**src/rtl/xor_accumulator_pkg.sv**
```systemverilog
// Shared types and helpers for the xor_accumulator packet checksum engine.
// XOR_ACC_ROTATE_EN (optional) selects the order-sensitive rotate-and-XOR accumulation.
package xor_acc_pkg;

    typedef enum logic [1:0] {
        IDLE,
        ACCUM,
        HOLD
    } state_t;

    localparam int unsigned DEF_WIDTH   = 16;
    localparam int unsigned DEF_LANES   = 2;
    localparam int unsigned DEF_COUNT_W = 8;
    localparam int unsigned DEF_IN_W    = DEF_WIDTH * DEF_LANES;

    // rol1 works on a fixed-size container; only the low w bits are meaningful.
    localparam int unsigned ROL_MAX_W = 64;

    function automatic logic [ROL_MAX_W-1:0] rol1(input logic [ROL_MAX_W-1:0] v,
                                                  input int unsigned           w);
        logic [ROL_MAX_W-1:0] mask;
        mask = {ROL_MAX_W{1'b1}} >> (ROL_MAX_W - w);
        return ((v << 1) | (v >> (w - 1))) & mask;
    endfunction

endpackage

```
**src/rtl/xor_accumulator_if.sv**
```systemverilog
// Input-beat and result streams of xor_accumulator, each a valid/ready handshake.
interface xor_accumulator_if
    import xor_acc_pkg::*;
#(
    parameter int unsigned WIDTH   = DEF_WIDTH,
    parameter int unsigned LANES   = DEF_LANES,
    parameter int unsigned COUNT_W = DEF_COUNT_W
) ();

    logic                     in_valid;
    logic                     in_ready;
    logic [LANES*WIDTH-1:0]   in_data;
    logic                     in_last;
    logic                     out_valid;
    logic                     out_ready;
    logic [WIDTH-1:0]         out_data;
    logic [COUNT_W-1:0]       out_count;
    logic                     out_parity;

    modport master (
        output in_valid, in_data, in_last, out_ready,
        input  in_ready, out_valid, out_data, out_count, out_parity
    );

    modport slave (
        input  in_valid, in_data, in_last, out_ready,
        output in_ready, out_valid, out_data, out_count, out_parity
    );

endinterface

```
**src/rtl/xor_accumulator_xor_reduce.sv**
```systemverilog
// Combinational XOR reduction of LANES packed WIDTH-bit lanes into one lane.
module xor_reduce
    import xor_acc_pkg::*;
#(
    parameter int unsigned WIDTH = DEF_WIDTH,
    parameter int unsigned LANES = DEF_LANES
) (
    input  logic [LANES*WIDTH-1:0] data,
    output logic [WIDTH-1:0]       result
);

    always_comb begin
        result = '0;
        for (int unsigned k = 0; k < LANES; k++) begin
            result = result ^ data[k*WIDTH +: WIDTH];
        end
    end

endmodule

```
**src/rtl/xor_accumulator.sv**
```systemverilog
// Packet checksum/parity engine: XOR-reduces beats into an accumulator, reports on last beat.
// Optional macro XOR_ACC_ROTATE_EN: rotate the accumulator left by one before each XOR.
module xor_accumulator
    import xor_acc_pkg::*;
#(
    parameter int unsigned WIDTH   = DEF_WIDTH,
    parameter int unsigned LANES   = DEF_LANES,
    parameter int unsigned COUNT_W = DEF_COUNT_W
) (
    input  logic              clk,
    input  logic              reset,
    input  logic              clear,
    xor_accumulator_if.slave  bus
);

    state_t             state_q, state_d;
    logic [WIDTH-1:0]   acc_q, acc_d, acc_next, lane_xor;
    logic [COUNT_W-1:0] cnt_q, cnt_d, cnt_next;
    logic               out_valid_q, out_valid_d;
    logic [WIDTH-1:0]   out_data_q, out_data_d;
    logic [COUNT_W-1:0] out_count_q, out_count_d;
    logic               out_parity_q, out_parity_d;
    logic               accept;

    xor_reduce #(
        .WIDTH (WIDTH),
        .LANES (LANES)
    ) u_reduce (
        .data   (bus.in_data),
        .result (lane_xor)
    );

    assign bus.in_ready = (state_q != HOLD);
    assign accept       = bus.in_valid & bus.in_ready;

    always_comb begin
`ifdef XOR_ACC_ROTATE_EN
        acc_next = WIDTH'(rol1(ROL_MAX_W'(acc_q), WIDTH)) ^ lane_xor;
`else
        acc_next = acc_q ^ lane_xor;
`endif
        cnt_next = (cnt_q == '1) ? cnt_q : cnt_q + COUNT_W'(1);
    end

    always_comb begin
        state_d      = state_q;
        acc_d        = acc_q;
        cnt_d        = cnt_q;
        out_valid_d  = out_valid_q;
        out_data_d   = out_data_q;
        out_count_d  = out_count_q;
        out_parity_d = out_parity_q;

        if (clear) begin
            state_d      = IDLE;
            acc_d        = '0;
            cnt_d        = '0;
            out_valid_d  = 1'b0;
            out_data_d   = '0;
            out_count_d  = '0;
            out_parity_d = 1'b0;
        end else begin
            case (state_q)
                IDLE, ACCUM: begin
                    if (accept) begin
                        acc_d = acc_next;
                        cnt_d = cnt_next;
                        if (bus.in_last) begin
                            // Result registers load from the same values being accumulated.
                            state_d      = HOLD;
                            out_valid_d  = 1'b1;
                            out_data_d   = acc_next;
                            out_count_d  = cnt_next;
                            out_parity_d = ^acc_next;
                        end else begin
                            state_d = ACCUM;
                        end
                    end
                end
                HOLD: begin
                    if (out_valid_q && bus.out_ready) begin
                        state_d     = IDLE;
                        acc_d       = '0;
                        cnt_d       = '0;
                        out_valid_d = 1'b0;
                    end
                end
                default: begin
                    state_d     = IDLE;
                    acc_d       = '0;
                    cnt_d       = '0;
                    out_valid_d = 1'b0;
                end
            endcase
        end
    end

    always_ff @(posedge clk or posedge reset) begin
        if (reset) begin
            state_q      <= IDLE;
            acc_q        <= '0;
            cnt_q        <= '0;
            out_valid_q  <= 1'b0;
            out_data_q   <= '0;
            out_count_q  <= '0;
            out_parity_q <= 1'b0;
        end else begin
            state_q      <= state_d;
            acc_q        <= acc_d;
            cnt_q        <= cnt_d;
            out_valid_q  <= out_valid_d;
            out_data_q   <= out_data_d;
            out_count_q  <= out_count_d;
            out_parity_q <= out_parity_d;
        end
    end

    assign bus.out_valid  = out_valid_q;
    assign bus.out_data   = out_data_q;
    assign bus.out_count  = out_count_q;
    assign bus.out_parity = out_parity_q;

endmodule

```
**src/flat_wrapper.sv**
```systemverilog
// flat-port wrapper written by rule: the top's interface ports become plain ports
module xor_accumulator_flat import xor_acc_pkg::*;
#(
    parameter int unsigned WIDTH   = DEF_WIDTH,
    parameter int unsigned LANES   = DEF_LANES,
    parameter int unsigned COUNT_W = DEF_COUNT_W
)
  (clk, reset, clear, bus_in_valid, bus_in_data, bus_in_last, bus_out_ready, bus_in_ready, bus_out_valid, bus_out_data, bus_out_count, bus_out_parity);
  xor_accumulator_if #(.WIDTH(WIDTH), .LANES(LANES), .COUNT_W(COUNT_W)) bus_i ();
  input  logic clk;
  input  logic reset;
  input  logic clear;
  input wire logic [$bits(bus_i.in_valid)-1:0] bus_in_valid;
  input wire logic [$bits(bus_i.in_data)-1:0] bus_in_data;
  input wire logic [$bits(bus_i.in_last)-1:0] bus_in_last;
  input wire logic [$bits(bus_i.out_ready)-1:0] bus_out_ready;
  output wire logic [$bits(bus_i.in_ready)-1:0] bus_in_ready;
  output wire logic [$bits(bus_i.out_valid)-1:0] bus_out_valid;
  output wire logic [$bits(bus_i.out_data)-1:0] bus_out_data;
  output wire logic [$bits(bus_i.out_count)-1:0] bus_out_count;
  output wire logic [$bits(bus_i.out_parity)-1:0] bus_out_parity;
  assign bus_i.in_valid = bus_in_valid;
  assign bus_i.in_data = bus_in_data;
  assign bus_i.in_last = bus_in_last;
  assign bus_i.out_ready = bus_out_ready;
  assign bus_in_ready = bus_i.in_ready;
  assign bus_out_valid = bus_i.out_valid;
  assign bus_out_data = bus_i.out_data;
  assign bus_out_count = bus_i.out_count;
  assign bus_out_parity = bus_i.out_parity;
  xor_accumulator #(.WIDTH(WIDTH), .LANES(LANES), .COUNT_W(COUNT_W)) u_core (.clk(clk), .reset(reset), .clear(clear), .bus(bus_i));
endmodule
```
**config.mk**
```make
export PLATFORM = sky130hd
export DESIGN_NAME = xor_accumulator_flat
export DESIGN_NICKNAME = d
export VERILOG_FILES = /design/src/rtl/xor_accumulator_pkg.sv /design/src/rtl/xor_accumulator_if.sv /design/src/rtl/xor_accumulator_xor_reduce.sv /design/src/rtl/xor_accumulator.sv /design/src/flat_wrapper.sv
export SDC_FILE = /design/constraint.sdc
export NUM_CORES = 1
export LEC_CHECK = 0
export ABC_AREA = 1
export CORE_ASPECT_RATIO = 2
export CORE_MARGIN = 8
export CORE_UTILIZATION = 50
export DETAILED_ROUTE_END_ITERATION = 7
export GPL_ROUTABILITY_DRIVEN = 1
export PLACE_DENSITY = 0.76
export REMOVE_ABC_BUFFERS = 1
export SLEW_MARGIN = 40
export SYNTH_ARGS = -nofsm -noshare
export SYNTH_HDL_FRONTEND = slang
export SYNTH_SLANG_ARGS = --single-unit
```
**constraint.sdc**
```tcl
create_clock -name clk -period 3.9 [get_ports clk]
set_clock_uncertainty 0.2 [all_clocks]
set_input_delay 0.78 -clock clk [delete_from_list [all_inputs] [get_ports clk]]
set_output_delay 0.78 -clock clk [all_outputs]
set_load 0.03 [all_outputs]
```
Word level (Yosys, flattened, before mapping) --
Cells that the tools add are included. W data, S select, Z words.
Cells by class: add/sub/neg operators 1, eq/ne operators 7, multiplexer cells 31, bitwise operators 3, reduce and logical (&&, ||, !) cells 10
Operator list (number):
- $mux W16 | 7
- $mux W8 | 8
- $pmux W16 S2 | 1
- $xor A16 B16 Y16 | 2
- $pmux W8 S2 | 1
- $reduce_xor A16 Y1 | 1
- $add A8 B1 Y8 const B | 1
- $eq A8 B8 Y1 const B | 1
- $mux W1 | 8
- $mux W2 | 4
- $ne A3 B2 Y1 const B | 2
- $reduce_and A3 Y1 | 2
- $reduce_bool A2 Y1 | 3
- $pmux W2 S2 | 1
- $ne A3 B3 Y1 const B | 1
- $eq A2 B1 Y1 const B | 1
- $eq A2 B2 Y1 const B | 1
- $logic_not A2 Y1 | 1
- $ne A2 B2 Y1 const B | 1
- $pmux W1 S2 | 1
- $reduce_and A2 Y1 | 1
- $reduce_or A2 Y1 | 1
- $and A1 B1 Y1 | 1
- $logic_and A1 B1 Y1 | 1
Storage, ports and cells: flip-flop bits (word level) 52, bits of input ports 38, output and inout port bits 27, word-level logic and storage cells 59

Depth between registers and ports, before layout --
Gate-level depths: netlist (run 1).
depth in word-level cells 7, gate-level depth with buffers 16, mapped depth without buffers 16

By module --
A second synthesis (run 1) with hierarchy kept.
Unflattened totals: cells, all modules 465, area total of the unflattened synthesis 3129.3 um^2
By module, submodules not included:
- xor_accumulator | times used 1, cells each 385, area an instance 2829.0 um^2
- xor_reduce | times used 1, cells each 80, area an instance 300.3 um^2

Worst setup path before layout (run 1) --
Ideal clock, no wire load.
path type in2reg, from input port bus_in_data[11], to register u_core.out_parity_q (netlist: u_core.bus.out_parity), library setup time 0.117 ns, data arrival time 1.631 ns, setup slack 1.951 ns, cell stages on the path 15, path buffers 0, cells stage by stage inv_1 nand2_1 nand2_1 nand2_1 nand2_1 nand2_1 inv_1 nor2_1 nand2_1 nand2_1 nand2_1 nand2_1 nand3_1 nand3_1 nand2_1
On the way: word-level cells in the longest chain between the ends 7
RTL lines:
- start, declared | line flat_wrapper.sv:14 | input wire logic [$bits(bus_i.in_data)-1:0] bus_in_data;
- $xor A16 B16 Y16 | line xor_accumulator_xor_reduce.sv:15 | result = result ^ data[k*WIDTH +: WIDTH];
- $xor A16 B16 Y16 | line xor_accumulator.sv:40 | acc_next = acc_q ^ lane_xor;
- $reduce_xor A16 Y1 | line xor_accumulator.sv:74 | out_parity_d = ^acc_next;
- $mux W1 | line xor_accumulator.sv:68 | if (bus.in_last) begin
- $mux W1 | line xor_accumulator.sv:65 | if (accept) begin
- $mux W1 | line xor_accumulator.sv:63 | case (state_q)
- $mux W1 | line xor_accumulator.sv:54 | if (clear) begin
- end signal, assigned | line xor_accumulator.sv:114 | out_parity_q <= out_parity_d;
- end, declared | line xor_accumulator.sv:22 | logic out_parity_q, out_parity_d;
No other way between the ends. The select of a mux whose other input is x is not followed. A chain may end at the register's enable or synchronous reset.

Worst setup path after layout (run 1) --
from register u_core.state_q[1], to output port bus_in_ready
On the way: word-level cells in the longest chain between the ends 1
RTL lines:
- start, declared | line xor_accumulator.sv:16 | state_t state_q, state_d;
- start signal, assigned | line xor_accumulator.sv:108 | state_q <= state_d;
- $ne A2 B2 Y1 | line xor_accumulator.sv:33 | assign bus.in_ready = (state_q != HOLD);
- end, declared | line flat_wrapper.sv:17 | output wire logic [$bits(bus_i.in_ready)-1:0] bus_in_ready;
No other way between the ends.

==> impl_metrics.csv, run 1 <==
group,metric,value,unit
status,outcome,"complete, no violations",
power_and_ir_drop,switchingPower,448,uW
timing,whs,289,ps
drt,drc,0,
min_path,hold_path_class,"flip-flop to flip-flop",
logic_synthesis,synthesis.area,2890,um^2
timing,rsz0062_at_grt,"no",
floorplanning,initial_core_util,51.0,%
worst_setup_path,critPathRequiredTime,2920,ps
timing,setup_violations,0,
layout,fillCellCount,498,
placement,gp_congestion,0.857,
power_and_ir_drop,p_seq_share,42.2,%
run,maxCapViolCount,0,
logic_synthesis,synth_edf_count,0,
logic_synthesis,ys_types,23,
layout,n_antenna_cell,0,
power_and_ir_drop,combinationalPowerShare,26.3,%
timing,hold_viol,0,
logic_synthesis,async_flop_share,100,%
logic_synthesis,ys_ff_latch,52,
timing,drv_slew,0,
layout,multi_input_area,1310,um^2
timing,period_needed,2470,ps
drt,antenna_left,0,
grt,antenna_found_initial,0,
cts,cts_made_buffers,5,
timing,final.period_utilization,63.5,%
floorplanning,die-area,8600,um^2
power_and_ir_drop,power.density,382,nW/um^2
placement,dp_hpwl,5160,um
logic_synthesis,yosysSeqAreaShare,45.1,%
layout,post-route-util,65.8,%
worst_setup_path,critPathKind,"flip-flop to output port",
worst_setup_path,start_kind,"flip-flop",
logic_synthesis,netlist.area_leader.share,45.1,%
drt,routed_wl,6990,um
timing,relSlewSlack,46.9,%
grt,grt_max_degree,53,
floorplanning,coreArea,5660,um^2
placement,io_buffer_count,64,
cts,clk_pin_slew,70,ps
drt,via_per_inst,5.11,
logic_synthesis,synth_area_leaders,"dfrtp_1 45%, nand2_1 23%, inv_1 6.8%, o22ai_1 4.1%, nand3b_1 3.6%",
cts,clk_latency,290,ps
timing,tightest_slew,795,ps
floorplanning,die_y,123,um
cts,post-cts-setup-buffers,0,
cts,clkSinkCount,52,
power_and_ir_drop,intPower,976,uW
grt,grt_first_pass_wirelength,12000,um
drt,drt_iter0_drc,122,
cts,cts_tree,"built",
worst_setup_path,worstPathArrival,1490,ps
floorplanning,fp.dieW,69.7,um
drt,drtPass1Iterations,4,
logic_synthesis,yosys_warnings,0,
power_and_ir_drop,cellLeakagePower,0.00191,uW
power_and_ir_drop,p_sw_share,31.4,%
logic_synthesis,synth_ff_type,"dfrtp_1",
cts,hold_buffers,0,
logic_synthesis,synthCells,404,
worst_setup_path,endpoint_kind,"output port",
cts,cts_resized,0,
power_and_ir_drop,p_clk_share,31.5,%
timing,setup_tns,0,ps
grt,grt_pass1_vias,2758,
grt,grt_overflow,0,
grt,gr-usage-all-layers,16.7,%
drt,num_vias,2708,
drt,wl_per_cell,13.2,um
power_and_ir_drop,peakVddDrop,436,uV
cts,root_buffer,"clkbuf_16",
cts,cts_buffer_depth,2,
layout,drive_gt1_share,5.54,%
layout,area_growth,29.2,%
worst_setup_path,crit_fanout,7,
logic_synthesis,yosys.area.top_type,"dfrtp_1",
timing,fmax,404,MHz
floorplanning,rows,39,
floorplanning,io_pins,65,
layout,regArea,1300,um^2
logic_synthesis,syn_area_per_cell,7.14,um^2
layout,nets,507,
cts,htree_levels,2,
==> worst paths after layout <==
kind,startpoint,to,slack [ps],depth (start not counted)
min in group asynchronous,reset,u_core.bus.out_data[0],750,2
min reg2reg,u_core.bus.out_data[5],u_core.bus.out_data[5],290,2
max reg2reg,u_core.bus.out_valid,u_core.cnt_q[0],1960,6
min,u_core.bus.out_data[5],u_core.bus.out_data[5],290,2
max in group asynchronous,reset,u_core.acc_q[13],2330,2
max,u_core.state_q[1],bus_in_ready,1430,2
==> synth_stat cells, drive strengths merged, types with 2 or more instances <==
library cell / instances
o22ai: 19
xor2: 8
o21ai: 34
inv: 63
nand3: 9
a21oi: 2
nand4: 2
clkbuf: 5
xnor2: 4
nand3b: 14
nand2: 178
buf: 3
nor2: 7
dfrtp: 52
==> critical path, cell delays in order (launching register included) <==
cell and delay, ps:
dfrtp_1 440, nand2_1 100, clkdlybuf4s50_1 670
==> state kept, by name, summed over array words and instances, names as in the netlist <==
signal	count
u_core.bus.out_count	8
u_core.state_q	2
u_core.bus.out_data	16
u_core.acc_q	16
u_core.cnt_q	8
u_core.bus.out_valid	1
u_core.bus.out_parity	1
==> stage by stage <==
stage / cells / area, um^2 / total power (uW) / setup slack [ps]
CTS: 530 / 3730 / 1440 / 1420
global route: 530 / 3730 / 1510 / 1310
detailed placement: 522 / 3580 / 987 / 1210
global placement: 522 / 3580 / 972 / 1250
finish: 530 / 3730 / 1420 / 1430
floorplan: 396 / 2850 / 855 / 1660
==> cell families after synthesis <==
kind of cell / synth area share (%)
flip-flops: 45.1
AO/OA/AOI/OAI: 10.6
AND/OR/NAND/NOR: 30.8
adder cells (fa/ha/maj): 0.434
XOR/XNOR: 3.64
buffers and inverters: 9.37
==> power by group through the flow <==
stage                     combinational, uW  clock [uW]  sequential (uW)
final                                   375         448              601
after global routing                    428         477              606
after floorplan                         218           0              637
after detailed placement                376           0              611
after global placement                  363           0              609
after CTS                               377         457              601
==> cell usage in the layout (no fill, tap or decap) <==
master / instances
nand2_2: 3
ha_1: 1
nand4_2: 1
nor2_1: 6
a21oi_1: 2
nor4_1: 1
o21ai_1: 16
clkbuf_8: 1
inv_1: 51
nand3b_1: 14
nand3_1: 9
nor2_4: 1
inv_4: 1
clkdlybuf4s50_1: 64
clkbuf_16: 5
xnor2_1: 4
nand2_1: 175
nor3_1: 1
o31ai_1: 1
clkinv_2: 2
dfrtp_1: 52
o21ai_0: 18
o22ai_1: 19
nand4_1: 1
buf_4: 1
xor2_1: 8
inv_2: 11
==> final cells by class <==
type                    count  area share (%)
flip-flops and latches     52            34.9
inverters                  63            6.41
multi-input cells         281            35.2
clock inverters             2           0.269
clock buffers               6            3.73
well taps                  61            2.05
repair buffers             65            17.4
==> layer usage <==
metal	GRT usage, %	share of wire, %	vias up
met5	0	0	-
met4	8.60	3.1	0
met3	3.13	3.3	15
met2	32.6	56	48
met1	16.1	38	1250
li1	-	-	1395
Power figures use the tool's default switching activity.
==> run 2: changes to the inputs <==
--- a/config.mk
+++ b/config.mk
@@ -8,10 +8,10 @@
 export ABC_AREA = 1
 export CORE_ASPECT_RATIO = 2
 export CORE_MARGIN = 8
-export CORE_UTILIZATION = 50
+export CORE_UTILIZATION = 46
 export DETAILED_ROUTE_END_ITERATION = 7
 export GPL_ROUTABILITY_DRIVEN = 1
-export PLACE_DENSITY = 0.76
+export PLACE_DENSITY = 0.74
 export REMOVE_ABC_BUFFERS = 1
 export SLEW_MARGIN = 40
 export SYNTH_ARGS = -nofsm -noshare
==> constraint.sdc (replaced) <==
create_clock -name clk -period 2.1 [get_ports clk]
set_clock_uncertainty 0.2 [all_clocks]
set_input_delay 0.42 -clock clk [delete_from_list [all_inputs] [get_ports clk]]
set_output_delay 0.42 -clock clk [all_outputs]
set_load 0.03 [all_outputs]
==> impl_metrics.csv, run 2 (synthesis results as in run 1) <==
group,metric,value,unit
grt,grt_overflow,0,
power_and_ir_drop,peakVddDrop,479,uV
worst_setup_path,path_cells,"clkdlybuf4s50_1",
cts,clk_pin_slew,70,ps
power_and_ir_drop,p_sw_share,31.8,%
timing,tightest_slew,455,ps
worst_setup_path,cpPeakStageDelay,690,ps
layout,area_growth,39.3,%
worst_setup_path,critPathKind,"flip-flop to output port",
layout,n_antenna_cell,0,
grt,antenna_found_initial,0,
power_and_ir_drop,intPower,1870,uW
timing,final.period_utilization,94.7,%
worst_setup_path,cp_slowest_cell,"clkdlybuf4s50_1",
grt,grt_first_pass_wirelength,12300,um
power_and_ir_drop,combinationalPowerShare,29.6,%
cts,htree_levels,2,
layout,layout.cells.non_filler,581,
timing,period_needed,1990,ps
layout,drive_gt1_share,13.5,%
run,maxCapViolCount,0,
power_and_ir_drop,finalPower,2740,uW
placement,io_buffer_count,64,
layout,post-route-util,64.7,%
worst_setup_path,critPathBufInv,1,
drt,via_per_inst,4.83,
drt,routed_wl,7030,um
timing,setup_tns,0,ps
cts,root_buffer,"clkbuf_16",
timing,setup_violations,0,
floorplanning,initial_core_util,46.5,%
cts,cts_tree,"built",
drt,num_vias,2805,
timing,relSlewSlack,69.6,%
timing,hold_viol,0,
worst_setup_path,start_kind,"flip-flop",
floorplanning,coreArea,6210,um^2
grt,grt_max_degree,27,
drt,drt_iter0_drc,106,
drt,antenna_left,0,
worst_setup_path,timing.rr.start,"u_core.cnt_q[0]",
worst_setup_path,crit_start,"u_core.bus.out_parity",
timing,drv_slew,0,
floorplanning,fp.dieW,72,um
power_and_ir_drop,p_seq_share,40.8,%
floorplanning,die_y,128,um
layout,mostFrequentLayoutCell,"nand2_1",
placement,place_inst,573,
placement,dp_hpwl,5390,um
timing,fmax,503,MHz
floorplanning,rows,41,
grt,gr-usage-all-layers,16.5,%
cts,cts_made_buffers,5,
worst_setup_path,critPathRequiredTime,1480,ps
floorplanning,die-area,9220,um^2
power_and_ir_drop,cellLeakagePower,0.00204,uW
worst_setup_path,critPathTopFamily,"buffers and inverters",
cts,cts_buffer_depth,2,
worst_setup_path,crit_fanout,2,
cts,clk_latency,290,ps
drt,wl_per_cell,12.1,um
power_and_ir_drop,power.density,682,nW/um^2
layout,nets,533,
status,outcome,"complete, no violations",
worst_setup_path,worstPathArrival,1370,ps
min_path,hold_path_class,"input port to asynchronous set/reset pin",
drt,drc,0,
cts,clkSinkCount,52,
power_and_ir_drop,switchingPower,871,uW
worst_setup_path,endpoint_kind,"output port",
layout,final_cell_mix,"162 x nand2_1, 63 x clkdlybuf4s50_1, 52 x dfrtp_1",
drt,drtPass1Iterations,4,
placement,gp_congestion,0.771,
power_and_ir_drop,p_clk_share,29.6,%
grt,grt_pass1_vias,2838,
floorplanning,io_pins,65,
## run 2: repair_timing
| item | CTS | global route |
|---|---|---|
| endpoints found under the setup margin | 1 | 1 |
| resized for setup | 1 | 16 |
| setup buffers | 0 | 0 |
| pin swaps | 0 | 5 |
| hold buffers | 0 | 0 |
## run 2: routing by layer
layer | track usage (%) | vias to the layer above | wire (um)
met2 | 28.9 | 65 | 3560
met1 | 18.6 | 1285 | 3020
met5 | 0 | - | 0
met4 | 5.45 | 0 | 98
li1 | - | 1448 | -
met3 | 4.15 | 7 | 346
## run 2: path summary, 6_finish.rpt
| kind | endpoint | slack [ps] | cells past startpoint |
|---|---|---|---|
| worst min-delay path | u_core.state_q[0] | 230 | 2 |
| worst max-delay path | bus_out_parity | 110 | 1 |
| worst max register to register | u_core.bus.out_count[5] | 260 | 9 |
| min in group clk | u_core.bus.out_data[6] | 290 | 2 |
| worst min register to register | u_core.bus.out_data[6] | 290 | 2 |
| max in group asynchronous | u_core.cnt_q[0] | 950 | 3 |
## run 2: power groups by stage
stage	combinational (uW)	sequential [uW]	clock, uW
4_1_cts	787	1120	833
3_5_place_dp	782	1140	0
2_1_floorplan	405	1180	0
3_3_place_gp	767	1130	0
5_1_grt	917	1130	863
6_report	811	1120	812
## run 2: per-stage QoR
| step | instance area (um^2) | hold WS [ps] | worst slack [ps] |
|---|---|---|---|
| after floorplan | 2850 | 301 | 222 |
| after global placement | 3830 | 268 | -82.9 |
| after detailed placement | 3830 | 274 | -139 |
| after CTS | 3970 | 246 | 110 |
| after global routing | 4020 | 285 | -3.90 |
| final | 4020 | 230 | 112 |
## run 2: final cells by class
type                       count  area (um^2)
inverter                      63          236
clock buffer                   6          129
multi-input combinational    281         1360
timing repair buffer          91          867
sequential                    52         1300
clock inverter                 2         16.3
tap                           86          108
fill                         563         2190
==> run 3: changes to the inputs <==
--- a/config.mk
+++ b/config.mk
@@ -6,11 +6,12 @@
 export NUM_CORES = 1
 export LEC_CHECK = 0
 export ABC_AREA = 1
-export CORE_ASPECT_RATIO = 2
+export CORE_ASPECT_RATIO = 0.75
 export CORE_MARGIN = 8
 export CORE_UTILIZATION = 46
 export DETAILED_ROUTE_END_ITERATION = 7
 export GPL_ROUTABILITY_DRIVEN = 1
+export GPL_TIMING_DRIVEN = 0
 export PLACE_DENSITY = 0.74
 export REMOVE_ABC_BUFFERS = 1
 export SLEW_MARGIN = 40
==> impl_metrics.csv, run 3 (synthesis results as in run 1) <==
group,metric,value,unit
status,outcome,"complete, no violations",
floorplanning,die-area,9090,um^2
floorplanning,coreArea,6190,um^2
cts,clk_latency,310,ps
worst_setup_path,cpPeakStageDelay,710,ps
floorplanning,die_y,84.6,um
timing,rsz0062_at_grt,"no",
worst_setup_path,critPathKind,"flip-flop to output port",
drt,antenna_left,0,
cts,clkSinkCount,52,
timing,hold_viol,0,
cts,cts_tree,"built",
drt,drc,0,
timing,fin_ws,77.0,ps
layout,nets,511,
placement,postPlaceCellArea,3620,um^2
floorplanning,initial_core_util,46.6,%
grt,gr-usage-all-layers,17.1,%
placement,gp_congestion,0.755,
cts,clk_pin_slew,100,ps
worst_setup_path,cp_slowest_cell,"clkdlybuf4s50_1",
grt,grt_max_degree,30,
worst_setup_path,crit_start,"u_core.bus.out_count[0]",
layout,n_antenna_cell,0,
timing,period_needed,2020,ps
layout,mostFrequentLayoutCell,"nand2_1",
run,maxCapViolCount,0,
power_and_ir_drop,combinationalPowerShare,28.8,%
power_and_ir_drop,power.density,672,nW/um^2
layout,post-route-util,61.4,%
drt,via_per_inst,4.99,
grt,antenna_found_initial,0,
placement,pre_cts_slack,-370,ps
timing,whs,210,ps
cts,cts_buffer_depth,2,
power_and_ir_drop,switchingPower,843,uW
worst_setup_path,start_kind,"flip-flop",
worst_setup_path,path_depth,1,
worst_setup_path,critPathRequiredTime,1480,ps
floorplanning,fp.dieW,107,um
layout,final_cell_area,3800,um^2
grt,grt_pass1_vias,2806,
cts,cts_made_buffers,5,
floorplanning,rows,25,
power_and_ir_drop,cellLeakagePower,0.00191,uW
worst_setup_path,critPathBufInv,1,
worst_setup_path,rr_worst_depth,5,
timing,setup_violations,0,
timing,drv_slew,0,
drt,wl_per_cell,13.3,um
grt,grt_overflow,0,
worst_setup_path,worstReg2RegEnd,"u_core.acc_q[3]",
worst_setup_path,endpoint_kind,"output port",
worst_setup_path,worstPathArrival,1400,ps
worst_setup_path,crit_path_end,"bus_out_count[0]",
power_and_ir_drop,p_sw_share,33.0,%
layout,drive_gt1_share,9.30,%
floorplanning,io_pins,65,
drt,drtPass1Iterations,4,
worst_setup_path,critPathTopFamily,"buffers and inverters",
grt,grt_first_pass_wirelength,12700,um
power_and_ir_drop,peakVddDrop,532,uV
timing,tightest_slew,506,ps
power_and_ir_drop,p_clk_share,27.6,%
drt,routed_wl,7370,um
worst_setup_path,crit_fanout,2,
worst_setup_path,timing.rr.start,"u_core.state_q[1]",
cts,hold_buffers,0,
placement,io_buffer_count,64,
layout,final_cell_mix,"166 x nand2_1, 63 x clkdlybuf4s50_1, 52 x dfrtp_1",
worst_setup_path,path_cells,"clkdlybuf4s50_1",
drt,num_vias,2766,
layout,fillCellCount,552,
worst_setup_path,rrSetupSlack,180,ps
min_path,hold_path_class,"input port to asynchronous set/reset pin",
layout,area_growth,31.8,%
power_and_ir_drop,intPower,1710,uW
timing,relSlewSlack,66.1,%
drt,drt_iter0_drc,109,
placement,dp_hpwl,5140,um
timing,final.period_utilization,96.3,%
cts,root_buffer,"clkbuf_8",
timing,fmax,494,MHz
power_and_ir_drop,p_seq_share,43.7,%
cts,htree_levels,2,
==> run 3: cell count changes in the layout (fill, tap and decap cells not counted), moves of 2 or more <==
cell        previous run  this run
inv_1                 51        49
clkinvlp_4             1         3
clkbuf_16              5         0
nand2_1              162       166
clkbuf_8               0         5
nand2_2               16        12
buf_4                 25         3
==> run 3: worst min-delay path by stage <==
stage                                 startpoint                      end  slack (ps)  cells past startpoint
after floorplan                  u_core.cnt_q[2]          u_core.cnt_q[2]         300                      2
after global placement    u_core.bus.out_data[8]   u_core.bus.out_data[8]         270                      2
after detailed placement  u_core.bus.out_data[8]   u_core.bus.out_data[8]         270                      2
after CTS                                  reset  u_core.bus.out_data[13]         220                      2
after global routing                       reset         u_core.acc_q[13]         240                      2
final                                      reset         u_core.acc_q[13]         210                      2
==> run 3: layout make-up <==
cell class              count  area, um^2  share of cell area, %
clock buffers               5        68.8                   1.81
repair inverters            1        7.51                  0.197
well taps                  81         101                   2.66
repair buffers             68         682                   17.9
inverters                  63         243                   6.38
clock inverters             3        42.5                   1.12
multi-input cells         281        1360                   35.7
flip-flops and latches     52        1300                   34.2
==> run 3: power groups by stage <==
stage	combinational [uW]	clock [uW]	sequential (uW)
after floorplan	405	0	1180
after global placement	671	0	1130
after detailed placement	702	0	1130
after CTS	713	719	1120
after global routing	835	756	1130
final	736	704	1120
==> run 3: through the flow <==
step	instances	power (uW)	TNS [ps]
2_1_floorplan	396	1590	0
3_3_place_gp	541	1800	-47920
3_5_place_dp	542	1840	-7780
4_1_cts	551	2550	0
5_1_grt	554	2720	0
6_report	554	2560	0
==> run 3: what timing repair did <==
action,in CTS,in global routing
setup buffers,0,3
pin swaps,0,1
setup endpoints to repair,6,2
gates resized for setup,5,11
gates cloned,1,0
==> run 3: metal layers <==
layer  up-vias  routed length (um)  track usage, %
met1      1289                3400            20.7
li1       1403                   -               -
met5         -                   0               0
met3         8                 547            6.12
met4         0                  86            3.14
met2        66                3330            28.7
